--- config.mk ---
export PLATFORM = sky130hd
export DESIGN_NAME = neuron_mac_sekvencer
export DESIGN_NICKNAME = d
export VERILOG_FILES = /design/src/rtl/neuron_mac_sekvencer.sv
export SDC_FILE = /design/constraint.sdc
export NUM_CORES = 2
export LEC_CHECK = 0
export CAP_MARGIN = 20
export CORE_AREA = 2 2 425 427
export CTS_BUF_LIST = sky130_fd_sc_hd__clkbuf_4 sky130_fd_sc_hd__clkbuf_8 sky130_fd_sc_hd__clkbuf_16
export DETAILED_ROUTE_END_ITERATION = 8
export DIE_AREA = 0 0 427 429
export SKIP_LAST_GASP = 1
export SLEW_MARGIN = 20
export SYNTH_ARGS = -nofsm -noshare
export SYNTH_HDL_FRONTEND = slang
export SYNTH_SLANG_ARGS = --single-unit
--- constraint.sdc ---
create_clock -name clk -period 61.8 [get_ports clk]
set_input_delay 18.54 -clock clk [delete_from_list [all_inputs] [get_ports clk]]
set_output_delay 18.54 -clock clk [all_outputs]
set_load 0.02 [all_outputs]
--- src/rtl/neuron_mac_sekvencer.sv ---
// Serial hidden-layer neuron: one shared multiplier, weights streamed from a
// synchronous ROM, split positive/negative accumulation, sigmoid via external LUT.
module neuron_mac_sekvencer #(
    parameter int BROJ_ULAZA  = 60,
    parameter int SIRINA      = 16,
    parameter int SIRINA_SUME = 22,
    parameter int SIRINA_ADR  = 6
) (
    input  logic                          clk,
    input  logic                          rst,
    input  logic                          start,
    input  logic [BROJ_ULAZA*SIRINA-1:0]  uzorak,
    output logic [SIRINA_ADR-1:0]         tezina_adr,
    input  logic [SIRINA-1:0]             tezina,
    output logic [SIRINA-1:0]             mul_weight,
    output logic [SIRINA-1:0]             mul_sample,
    input  logic [SIRINA-1:0]             mul_product,
    output logic [SIRINA_SUME-1:0]        suma,
    output logic                          predznak,
    input  logic [SIRINA-1:0]             vjerojatnost,
    output logic [SIRINA-1:0]             izlaz,
    output logic                          zauzet,
    output logic                          gotovo
);

    typedef enum logic [2:0] {
        IDLE,
        FETCH,
        MAC,
        SUB,
        LUT
    } stanje_t;

    localparam logic [SIRINA_ADR-1:0] ZADNJI = SIRINA_ADR'(BROJ_ULAZA - 1);

    stanje_t                  stanje;
    logic [SIRINA_SUME-1:0]   p_suma;
    logic [SIRINA_SUME-1:0]   n_suma;
    logic [SIRINA_ADR-1:0]    k;
    logic [SIRINA-1:0]        uzorak_mem [BROJ_ULAZA];
    logic [SIRINA_ADR:0]      adr_plus_dva;
    logic [SIRINA_ADR-1:0]    adr_sljedeca;
    logic [SIRINA_SUME-1:0]   produkt_ext;

    // ROM runs two words ahead of k because its data arrives one cycle late.
    always_comb begin
        adr_plus_dva = {1'b0, k} + (SIRINA_ADR + 1)'(2);
        adr_sljedeca = ZADNJI;
        if (adr_plus_dva < {1'b0, ZADNJI}) begin
            adr_sljedeca = adr_plus_dva[SIRINA_ADR-1:0];
        end
    end

    assign produkt_ext = {{(SIRINA_SUME - SIRINA){1'b0}}, mul_product};

    always_comb begin
        mul_weight = '0;
        mul_sample = '0;
        if (stanje == MAC) begin
            mul_weight = tezina;
            mul_sample = uzorak_mem[k];
        end
    end

    always_ff @(posedge clk or posedge rst) begin
        if (rst) begin
            stanje     <= IDLE;
            p_suma     <= '0;
            n_suma     <= '0;
            k          <= '0;
            suma       <= '0;
            predznak   <= 1'b0;
            izlaz      <= '0;
            tezina_adr <= '0;
            zauzet     <= 1'b0;
            gotovo     <= 1'b0;
            for (int i = 0; i < BROJ_ULAZA; i++) begin
                uzorak_mem[i] <= '0;
            end
        end else begin
            gotovo <= 1'b0;
            case (stanje)
                IDLE: begin
                    zauzet <= 1'b0;
                    if (start) begin
                        for (int i = 0; i < BROJ_ULAZA; i++) begin
                            uzorak_mem[i] <= uzorak[i*SIRINA +: SIRINA];
                        end
                        p_suma     <= '0;
                        n_suma     <= '0;
                        k          <= '0;
                        tezina_adr <= '0;
                        zauzet     <= 1'b1;
                        stanje     <= FETCH;
                    end
                end
                FETCH: begin
                    tezina_adr <= SIRINA_ADR'(1);
                    stanje     <= MAC;
                end
                MAC: begin
                    if (tezina[SIRINA-1]) begin
                        n_suma <= n_suma + produkt_ext;
                    end else begin
                        p_suma <= p_suma + produkt_ext;
                    end
                    tezina_adr <= adr_sljedeca;
                    k          <= k + SIRINA_ADR'(1);
                    if (k == ZADNJI) begin
                        stanje <= SUB;
                    end
                end
                SUB: begin
                    // A tie is reported as negative zero.
                    if (p_suma > n_suma) begin
                        suma     <= p_suma - n_suma;
                        predznak <= 1'b0;
                    end else begin
                        suma     <= n_suma - p_suma;
                        predznak <= 1'b1;
                    end
                    stanje <= LUT;
                end
                LUT: begin
                    izlaz  <= vjerojatnost;
                    gotovo <= 1'b1;
                    zauzet <= 1'b0;
                    stanje <= IDLE;
                end
                default: begin
                    stanje <= IDLE;
                    zauzet <= 1'b0;
                end
            endcase
        end
    end

endmodule

==> metrics <==
synth-to-layout area growth=33.87%; Max Slew Vio Count=0; initial antenna violation count=107; period utilization=63.03%; Synthesized Nets=between 6,000 and 7,000; Pwr Total=around 3.6 mW; worst endpoint required time=43,260 ps; Leak=roughly 32 nW; Overflow after GRT=0; Final Hold Fails=0; layout cells sized above 1=roughly 8.5%; Layout Nets=7,596; vias in the first global route=44,130; critical path's top delay family=buffers and inverters; ranking of synthesized cells by area=dfrtp_1 52%, nand2_1 22%, mux4_2 9.9%, mux2i_1 2.6%, ha_1 1.9%; die height=429 um; clock slew at reported path FFs=roughly 60 ps; critical path type=input port to output port; DP HPWL=between 150,000 and 200,000 um; HP Class=flop to flop; drt total wl=between 200,000 and 250,000 um; Post-CTS Setup Repair Bufs=0; Worst setup SP type=input port; 1st-iter DRT viols=about 3,600; CP arrival=between 20,000 and 25,000 ps; metal2 WL=105,100 um; Rows=around 160; Synth area leader=dfrtp_1; # placed instances=between 8,000 and 9,000; most used flip-flop cell after synthesis=dfrtp_1; Synth warnings=0; metal1 wirelength=just over 80,000 um; FFs w/ async S/R, synth=100.0%; Max IR drop VDD=between 20 and 30 uV; Cell Count, Final, Fillers Out=between 9,000 and 10,000; port bufs=approximately 1,100; core area=between 0.15 and 0.2 mm2; critical path, cell by cell=clkdlybuf4s50_1, nand2_1, buf_4, inv_1, clkdlybuf4s50_1; GPL Wtd Cong=a little over 0.9; final hold slack=466.7 ps; setup TNS=0 ps; root buf cell=clkbuf_16; Setup Viol. Count Final=0; Final Util=38.52%; top layer in use=met5; Hold-fix buffers, CTS=0; reg2reg path depth=8; GRT Total Usage=roughly 22%; H-tree depth=3; register area share after synthesis=between 50% and 60%; pwr dens=just over 50 mW/mm2; crit-path max FO=32; Die Area=~0.18 mm2; synthesized area=between 0.05 and 0.06 mm2; number of remaining DRC errors=0; outcome=finished clean; most instantiated cells after synthesis=2,965 x nand2_1, 1,060 x dfrtp_1, 252 x clkbuf_1; Mapped Cells=5,583; Longest Clk Path Bufs=3; I/O pins=1,090; CTS sink count=1,060; Vias/cell=between 4 and 5; remaining antenna violation count=0; post-layout min period=between 30,000 and 40,000 ps; worst slew pin tran=around 1300 ps; WP buf/inv=4; RSZ-0062 raised after global routing=no; CTS Buf Count=about 120; CP peak stage delay=roughly 690 ps; TritonCTS clock tree=built; Max-Cap Viols=0; routed wl met3=~12,000 um; relative slew slack=a little over an eighth; Cell variety after synth=slightly below 80; top cell type's share of synthesized area=a little over 50%; first-pass GRT wire length=roughly 300,000 um; Layout fillers=about 18,000; clk_skew=just over 80 ps; most frequent CP cell=clkdlybuf4s50_1; WHS Path Cells=2; most frequent cell after synthesis=nand2_1; critical path depth in cells=5; Fmax achieved=0.02567 GHz; EDFF count, synth=0; largest net degree at the start of global routing=238; Routed wire per std cell=around 23 um; routed vias=about 44,000; post-CTS resize count=0; worst-skew pair later-pin latency=about 800 ps; Synth Register Bits=about 1,100; Starting Density=28.78%; Syn Area/Cell=slightly above 9 um2; DRT Pass-1 Iters=7; CP max stage cell=clkdlybuf4s50_1; Die W=around 430 um; crit end category=output port
[sequential cells by signal, summed over array words and instances, names as in the netlist]
name        cells
stanje          3
k               6
gotovo          1
izlaz          16
p_suma         22
n_suma         22
suma           22
predznak        1
tezina_adr      6
uzorak_mem    960
zauzet          1
[worst paths after layout]
check                           startpoint               to  slack, ps
max reg2reg                      stanje[1]  uzorak_mem[884]      56160
max                             tezina[15]   mul_weight[15]      22850
min in group asynchronous              rst  uzorak_mem[153]      18350
min                        uzorak_mem[214]  uzorak_mem[214]        470
min reg2reg                uzorak_mem[214]  uzorak_mem[214]        470
max in group asynchronous              rst  uzorak_mem[887]      39680
[power breakdown]
part / total [mW] / internal (mW) / switching, mW
Sequential: 1.23 / 1.02 / 0.214
Clock: 0.751 / 0.436 / 0.316
Combinational: 1.57 / 0.642 / 0.925
[through the flow]
stage	cell area [um2]	setup WS [ps]
after global placement	64200	22820
final	68580	22850
after detailed placement	64200	22850
after global routing	68560	22790
after CTS	68390	22840
after floorplan	51230	13420
[placed cells by master, fill, tap and decap left out, drive strengths merged, types with 5 or more instances in the layout]
master,netlist,final
nor4,6,6
a21oi,101,101
xnor2,28,28
mux2i,131,131
o21a,14,14
o211ai,16,16
clkinv,0,30
nand3,50,50
nor2b,7,7
o221ai,8,8
a211oi,26,26
nand2b,8,8
a2111oi,9,9
a31oi,12,12
nor3,21,21
clkdlybuf4s50,0,1089
nand4,6,6
o21ai,115,115
o31ai,19,19
o21bai,5,5
and3,23,23
or3,5,5
and2,10,10
dfrtp,1060,1060
nand2,2965,2965
nor2,80,80
bufinv,0,6
xor2,17,17
inv,72,78
clkbuf,252,178
mux2,17,17
diode,0,75
buf,98,58
o22ai,26,26
a21o,20,20
or2,5,5
mux4,225,225
ha,78,78
a22o,5,5
[routing by layer]
layer / GRT usage [%] / up-vias
li1: - / 20100
met1: 27.10 / 21520
met4: 12.21 / 46
met2: 37.91 / 1463
met5: 0 / -
met3: 4.010 / 392
[worst reg2reg max path, delay by kind of cell, from the launching register on]
family | cells | cell delay, ps
buffers and inverters | 4 | 3310
flip-flops | 1 | 890
AND/OR/NAND/NOR | 4 | 1370
[area by class of cell]
class | count | area [um2] | share of cell area (%)
repair buffers | 1147 | 11440 | 16.69
well taps | 2355 | 2947 | 4.296
flip-flops and latches | 1060 | 26550 | 38.71
inverters | 72 | 277.8 | 0.4050
diodes | 75 | 187.7 | 0.2737
multi-input cells | 4101 | 23000 | 33.53
clock inverters | 46 | 536.8 | 0.7826
clock buffers | 178 | 3650 | 5.322
[kinds of logic (layout without fill, tap and decap cells)]
kind of cell,count (synthesis),after routing,synth area share [%]
DFF,1060,1060,51.78
muxes,373,373,12.83
xor gates and xnor gates,45,45,0.7693
adders and majority gates,82,82,2.061
and+or+nand+nor,3192,3192,24.03
AOI/OAI and AO/OA,409,409,5.124
other,0,75,0
buffers and inverters,422,1443,3.412
(Power assumes the default switching activity.)
